==> config.mk <==
export PLATFORM = sky130hd
export DESIGN_NAME = mem_port_arbiter
export DESIGN_NICKNAME = d
export VERILOG_FILES = /design/src/rtl/mem_arb_pkg.sv /design/src/rtl/mem_arb_pick.sv /design/src/rtl/mem_port_arbiter.sv
export SDC_FILE = /design/constraint.sdc
export NUM_CORES = 1
export LEC_CHECK = 0
export BUFFER_PORTS_ARGS = -buffer_cell sky130_fd_sc_hd__buf_2
export CAP_MARGIN = 10
export CELL_PAD_IN_SITES_DETAIL_PLACEMENT = 1
export CELL_PAD_IN_SITES_GLOBAL_PLACEMENT = 1
export CORE_MARGIN = 2
export CORE_UTILIZATION = 35
export CTS_CLUSTER_DIAMETER = 30
export DETAILED_ROUTE_END_ITERATION = 8
export GPL_TIMING_DRIVEN = 0
export HOLD_SLACK_MARGIN = 0.1
export PLACE_DENSITY_LB_ADDON = 0.05
export SLEW_MARGIN = 10
export SYNTH_ARGS = -nofsm -noshare
export SYNTH_HDL_FRONTEND = slang
export SYNTH_SLANG_ARGS = --single-unit
==> constraint.sdc <==
create_clock -name clk_i -period 2.2 [get_ports clk_i]
set_input_delay 0.22 -clock clk_i [delete_from_list [all_inputs] [get_ports clk_i]]
set_output_delay 0.22 -clock clk_i [all_outputs]
set_load 0.01 [all_outputs]
==> src/rtl/mem_arb_pkg.sv <==
// Shared types and constants for the fetch/data memory port arbiter.
package mem_arb_pkg;

  typedef enum logic [1:0] {
    IDLE = 2'd0,
    REQ  = 2'd1,
    WAIT = 2'd2
  } arb_state_t;

  typedef enum logic [1:0] {
    NONE  = 2'd0,
    FETCH = 2'd1,
    DATA  = 2'd2
  } owner_t;

  localparam logic [1:0]  SZ_BYTE = 2'b00;
  localparam logic [1:0]  SZ_HALF = 2'b01;
  localparam logic [1:0]  SZ_WORD = 2'b10;

  // Data returned with an error response; zero so a timed-out fetch is never a live opcode.
  localparam logic [31:0] RSP_ERR_DATA = 32'h0;

endpackage

==> src/rtl/mem_arb_pick.sv <==
// Priority selector: data wins a contended cycle unless fetch has been passed
// over MAX_D_STREAK times in a row.
module mem_arb_pick
  import mem_arb_pkg::*;
#(
  parameter int MAX_D_STREAK = 4,
  parameter int SW           = 3
) (
  input  logic          if_req,
  input  logic          d_req,
  input  logic [SW-1:0] streak,
  output owner_t        winner
);

  always_comb begin
    winner = NONE;
    if (if_req && (!d_req || (streak == SW'(MAX_D_STREAK)))) begin
      winner = FETCH;
    end else if (d_req) begin
      winner = DATA;
    end
  end

endmodule

==> src/rtl/mem_port_arbiter.sv <==
// Shares one memory bus between the fetch and data ports: one transaction
// outstanding, data-first with a fetch starvation limit and a response timeout.
module mem_port_arbiter
  import mem_arb_pkg::*;
#(
  parameter int MAX_D_STREAK = 4,
  parameter int TIMEOUT      = 64
) (
  input  logic        clk_i,
  input  logic        rst_i,
  input  logic        if_req_i,
  input  logic [31:0] if_addr_i,
  output logic        if_gnt_o,
  output logic        if_rvalid_o,
  output logic [31:0] if_rdata_o,
  output logic        if_err_o,
  input  logic        d_req_i,
  input  logic [31:0] d_addr_i,
  input  logic        d_we_i,
  input  logic [1:0]  d_size_i,
  input  logic [31:0] d_wdata_i,
  output logic        d_gnt_o,
  output logic        d_rvalid_o,
  output logic [31:0] d_rdata_o,
  output logic        d_err_o,
  output logic        bus_req_o,
  output logic [31:0] bus_addr_o,
  output logic        bus_we_o,
  output logic [1:0]  bus_size_o,
  output logic [31:0] bus_wdata_o,
  input  logic        bus_gnt_i,
  input  logic        bus_rvalid_i,
  input  logic [31:0] bus_rdata_i,
  output arb_state_t  dbg_state
);

  localparam int SW = $clog2(MAX_D_STREAK + 1);
  localparam int TW = $clog2(TIMEOUT);

  arb_state_t    state_q, state_d;
  owner_t        owner_q, winner;
  logic [SW-1:0] streak_q;
  logic [TW-1:0] tmo_q;
  logic [31:0]   addr_q, wdata_q;
  logic          we_q;
  logic [1:0]    size_q;
  logic          grant, respond, rsp_err, rsp_f, rsp_d;

  mem_arb_pick #(.MAX_D_STREAK(MAX_D_STREAK), .SW(SW)) u_pick (
    .if_req (if_req_i),
    .d_req  (d_req_i),
    .streak (streak_q),
    .winner (winner)
  );

  // Handshake: each side holds req and its command stable until its gnt, a
  // combinational one-cycle acknowledge issued only in IDLE. On the bus side
  // bus_req_o and its fields hold until bus_gnt_i, then one bus_rvalid_i is expected.
  always_comb begin
    state_d = state_q;
    grant   = 1'b0;
    respond = 1'b0;
    rsp_err = 1'b0;
    case (state_q)
      IDLE: begin
        if (rst_i && (winner != NONE)) begin
          grant   = 1'b1;
          state_d = REQ;
        end
      end
      REQ: begin
        if (bus_gnt_i) begin
          if (bus_rvalid_i) begin
            respond = 1'b1;
            state_d = IDLE;
          end else begin
            state_d = WAIT;
          end
        end
      end
      WAIT: begin
        if (bus_rvalid_i) begin
          respond = 1'b1;
          state_d = IDLE;
        end else if (tmo_q == TW'(TIMEOUT - 1)) begin
          respond = 1'b1;
          rsp_err = 1'b1;
          state_d = IDLE;
        end
      end
      default: state_d = IDLE;
    endcase
  end

  always_ff @(posedge clk_i or negedge rst_i) begin
    if (!rst_i) begin
      state_q <= IDLE;
      owner_q <= NONE;
      tmo_q   <= '0;
      addr_q  <= '0;
      we_q    <= 1'b0;
      size_q  <= '0;
      wdata_q <= '0;
    end else begin
      state_q <= state_d;
      tmo_q   <= (state_q == WAIT) ? tmo_q + TW'(1) : '0;
      if (grant) begin
        owner_q <= winner;
        if (winner == FETCH) begin
          addr_q  <= if_addr_i;
          we_q    <= 1'b0;
          size_q  <= SZ_WORD;
          wdata_q <= '0;
        end else begin
          addr_q  <= d_addr_i;
          we_q    <= d_we_i;
          size_q  <= d_size_i;
          wdata_q <= d_wdata_i;
        end
      end else if (respond) begin
        owner_q <= NONE;
      end
    end
  end

  // Streak only counts data wins that actually passed over a waiting fetch.
  always_ff @(posedge clk_i or negedge rst_i) begin
    if (!rst_i) begin
      streak_q <= '0;
    end else if (!if_req_i) begin
      streak_q <= '0;
    end else if (grant && (winner == FETCH)) begin
      streak_q <= '0;
    end else if (grant && (winner == DATA) && (streak_q != SW'(MAX_D_STREAK))) begin
      streak_q <= streak_q + SW'(1);
    end
  end

  assign rsp_f = respond && (owner_q == FETCH);
  assign rsp_d = respond && (owner_q == DATA);

  always_ff @(posedge clk_i or negedge rst_i) begin
    if (!rst_i) begin
      if_rvalid_o <= 1'b0;
      if_rdata_o  <= '0;
      if_err_o    <= 1'b0;
      d_rvalid_o  <= 1'b0;
      d_rdata_o   <= '0;
      d_err_o     <= 1'b0;
    end else begin
      if_rvalid_o <= rsp_f;
      if_err_o    <= rsp_f && rsp_err;
      if_rdata_o  <= !rsp_f ? '0 : (rsp_err ? RSP_ERR_DATA : bus_rdata_i);
      d_rvalid_o  <= rsp_d;
      d_err_o     <= rsp_d && rsp_err;
      d_rdata_o   <= !rsp_d ? '0 : ((rsp_err || we_q) ? RSP_ERR_DATA : bus_rdata_i);
    end
  end

  assign if_gnt_o    = grant && (winner == FETCH);
  assign d_gnt_o     = grant && (winner == DATA);
  assign bus_req_o   = (state_q == REQ);
  assign bus_addr_o  = addr_q;
  assign bus_we_o    = we_q;
  assign bus_size_o  = size_q;
  assign bus_wdata_o = wdata_q;
  assign dbg_state   = state_q;

endmodule

==> qor.yml <==
route:
  drc: 0
  vias_per_cell: 4.65
  drt_iter0_drc: 135
  avgRoutedWirePerCell_um: 17.8
  dr_total_vias: 5027
  routed_wl_um: 19200
  ant_nets: 0
  firstDrtPassIters: 4
die:
  ioPinCount: 277
  initial_core_util: 0.356
  die_w_um: 131
  core-area_mm2: 0.0158
  die-area_mm2: 0.0172
  rows: 46
  die_y_um: 131
yosys:
  avgSynthCellArea_um2: 12.9
  ys.flop_type: "dfrtp_1"
  syn_inst: 437
  ys_warn_count: 0
  ys_top_cells_by_area: "dfrtp_1, and2_1, mux2i_1, a22o_1, o21ai_1"
  synth-seq-cells: 148
  post-synth-top-area-cell: "dfrtp_1"
  synth_area_mm2: 0.00564
  synth-seq-area-share: 0.656
  syn_nets: 581
  synthArstFlopShare: 1.00
  yosysUniqueCellTypes: 36
  synth_edf_count: 0
  synth_top_area_frac: 0.656
sta:
  clock_skew_ns: 0.00959
  slew_viol_final: 0
  relSlewSlack: 0.625
  fin_crit_ns: 2.15
  rsz0062_at_grt: "yes"
  timing.fmax_ghz: 0.465
  worst_pin_slew_ns: 0.562
  fin_crit_sh: 0.977
  hold_viol: 0
  setup_viol: 0
cells_and_area:
  layout.cells.most_common: "buf_2"
  design_area_mm2: 0.00925
  area_growth_pct: 64.0
  num-nets-final: 995
  drive_above_1_share: 0.406
  final_cell_mix: "buf_2, dfrtp_1, dlygate4sd3_1, and2_1, nand2_1"
  stdcell_count: 1080
grt:
  grt_pass1_wl_um: 29200
  antenna_found_initial: 0
  grt_pass1_vias: 5677
  grt_start_max_net_pins: 98
  track_usage: 0.226
  overflow: 0
cts:
  clockRootBuffer: "clkbuf_16"
  clkLatencyLatePin_ns: 0.41
  cts_sinks: 148
  htree_levels: 4
  clockBufferDepth: 2
  cts_tree: "built"
  numCtsBuffers: 17
  path_clk_slew_ns: 0.06
placement:
  place_inst: 929
  gp_congestion: 0.717
  dp_hpwl_um: 12100
  dpl_cell_area_mm2: 0.00733
  port_buffers: 275
pwr:
  ir_worst_vdd_v: 0.000529
  powerDensity_mw_per_mm2: 1080
  p_leak_nw: 5.02
  power.total_mw: 9.96
critical_path:
  crit_path_end_kind: "output port"
  startpoint_type: "flip-flop"
  crit_fanout: 10
  critPathRequiredTime_ns: 1.98
  critical_path_arrival_ns: 1.93
  critPathKind: "flip-flop to output port"
job:
  drv_cap: 0
hold_path:
  min_path_type: "input port to flip-flop"
run_status:
  outcome: "completed"
## flip-flops by register name, summed over array words and instances, names as in the netlist, 2 cells and up
signal and count:
bus_addr_o 32, d_rdata_o 32, if_rdata_o 32, tmo_q 6, bus_size_o 2, bus_wdata_o 32
streak_q 3, dbg_state 2, owner_q 2
## metrics by stage
stage	worst slack, ns	setup TNS, ns	hold slack (ns)	utilization
2_1_floorplan	0.525	0	-0.0756	-
3_3_place_gp	-2.05	-320.71	0.436	0.460
3_5_place_dp	0.116	0	0.166	0.463
4_1_cts	0.0399	0	0.101	0.577
5_1_grt	-0.0486	-0.130	0.119	0.584
6_report	0.0509	0	0.0892	0.585
## cells in the mapped netlist (2+ instances only)
library cell / n
a21oi_1: 5
a22o_1: 34
a31o_2: 3
and2_1: 65
buf_2: 5
buf_4: 3
buf_6: 6
clkbuf_1: 11
dfrtp_1: 148
ha_1: 7
inv_1: 4
mux2i_1: 34
nand2_1: 38
nand2b_1: 2
nand3_1: 4
nor2_1: 9
nor2b_1: 3
nor4_1: 2
o21ai_0: 8
o21ai_1: 29
xor2_1: 2
## cell families after synthesis
group | after synthesis | synth area share
adders and majority gates | 7 | 0.0155
muxes | 35 | 0.0623
DFF | 148 | 0.656
buffers and inverters | 30 | 0.0310
AOI/OAI and AO/OA | 86 | 0.107
xor gates and xnor gates | 3 | 0.00466
and+or+nand+nor | 128 | 0.123
## per-layer routing
metal	global-route usage	up-vias	routed length, um
li1	-	2311	-
met1	0.250	2490	7180
met2	0.394	186	10100
met3	0.0757	40	1400
met4	0.105	0	529
met5	0	-	0
## power breakdown
group / leakage, nW / internal, mW / total [mW] / switching [mW]
Combinational: 2.74 / 1.36 / 2.96 / 1.60
Sequential: 1.97 / 3.41 / 3.80 / 0.388
Clock: 0.315 / 2.07 / 3.21 / 1.14
## critical path: stages (launching register included)
cell,delay (ns)
dfrtp_1,0.41
inv_1,0.15
ha_2,0.26
o211ai_4,0.15
a21oi_2,0.20
buf_6,0.18
buf_2,0.16
## final cells by class
class	instances	area (um^2)
Fill cell	1718	6580
Timing Repair Buffer	395	2620
Clock inverter	12	201
Tap cell	216	270
Clock buffer	19	453
Antenna cell	1	2.50
Buffer	25	191
Inverter	5	18.8
Multi-Input combinational cell	259	1800
Sequential cell	148	3700
## path summary, 6_finish.rpt
kind	startpoint	endpoint	slack (ns)	cells past startpoint
hold / removal	d_addr_i[19]	bus_addr_o[19]	0.09	3
setup reg to reg	streak_q[0]	bus_addr_o[18]	0.09	8
max in group asynchronous	rst_i	d_rdata_o[5]	1.32	3
setup / recovery	dbg_state[1]	d_gnt_o	0.05	6
hold reg to reg	tmo_q[0]	tmo_q[0]	0.46	1
min in group asynchronous	rst_i	bus_addr_o[17]	0.39	3
## what timing repair did
item                                   CTS  global route
hold buffers                           113             0
endpoints found under the hold margin  176             0
resized for setup                        4            16
setup endpoints to repair                2            42
cloned                                   0             1
pin swaps                                0             1
setup buffers                            0             9
Note: power is estimated with default switching activity, not from simulation.
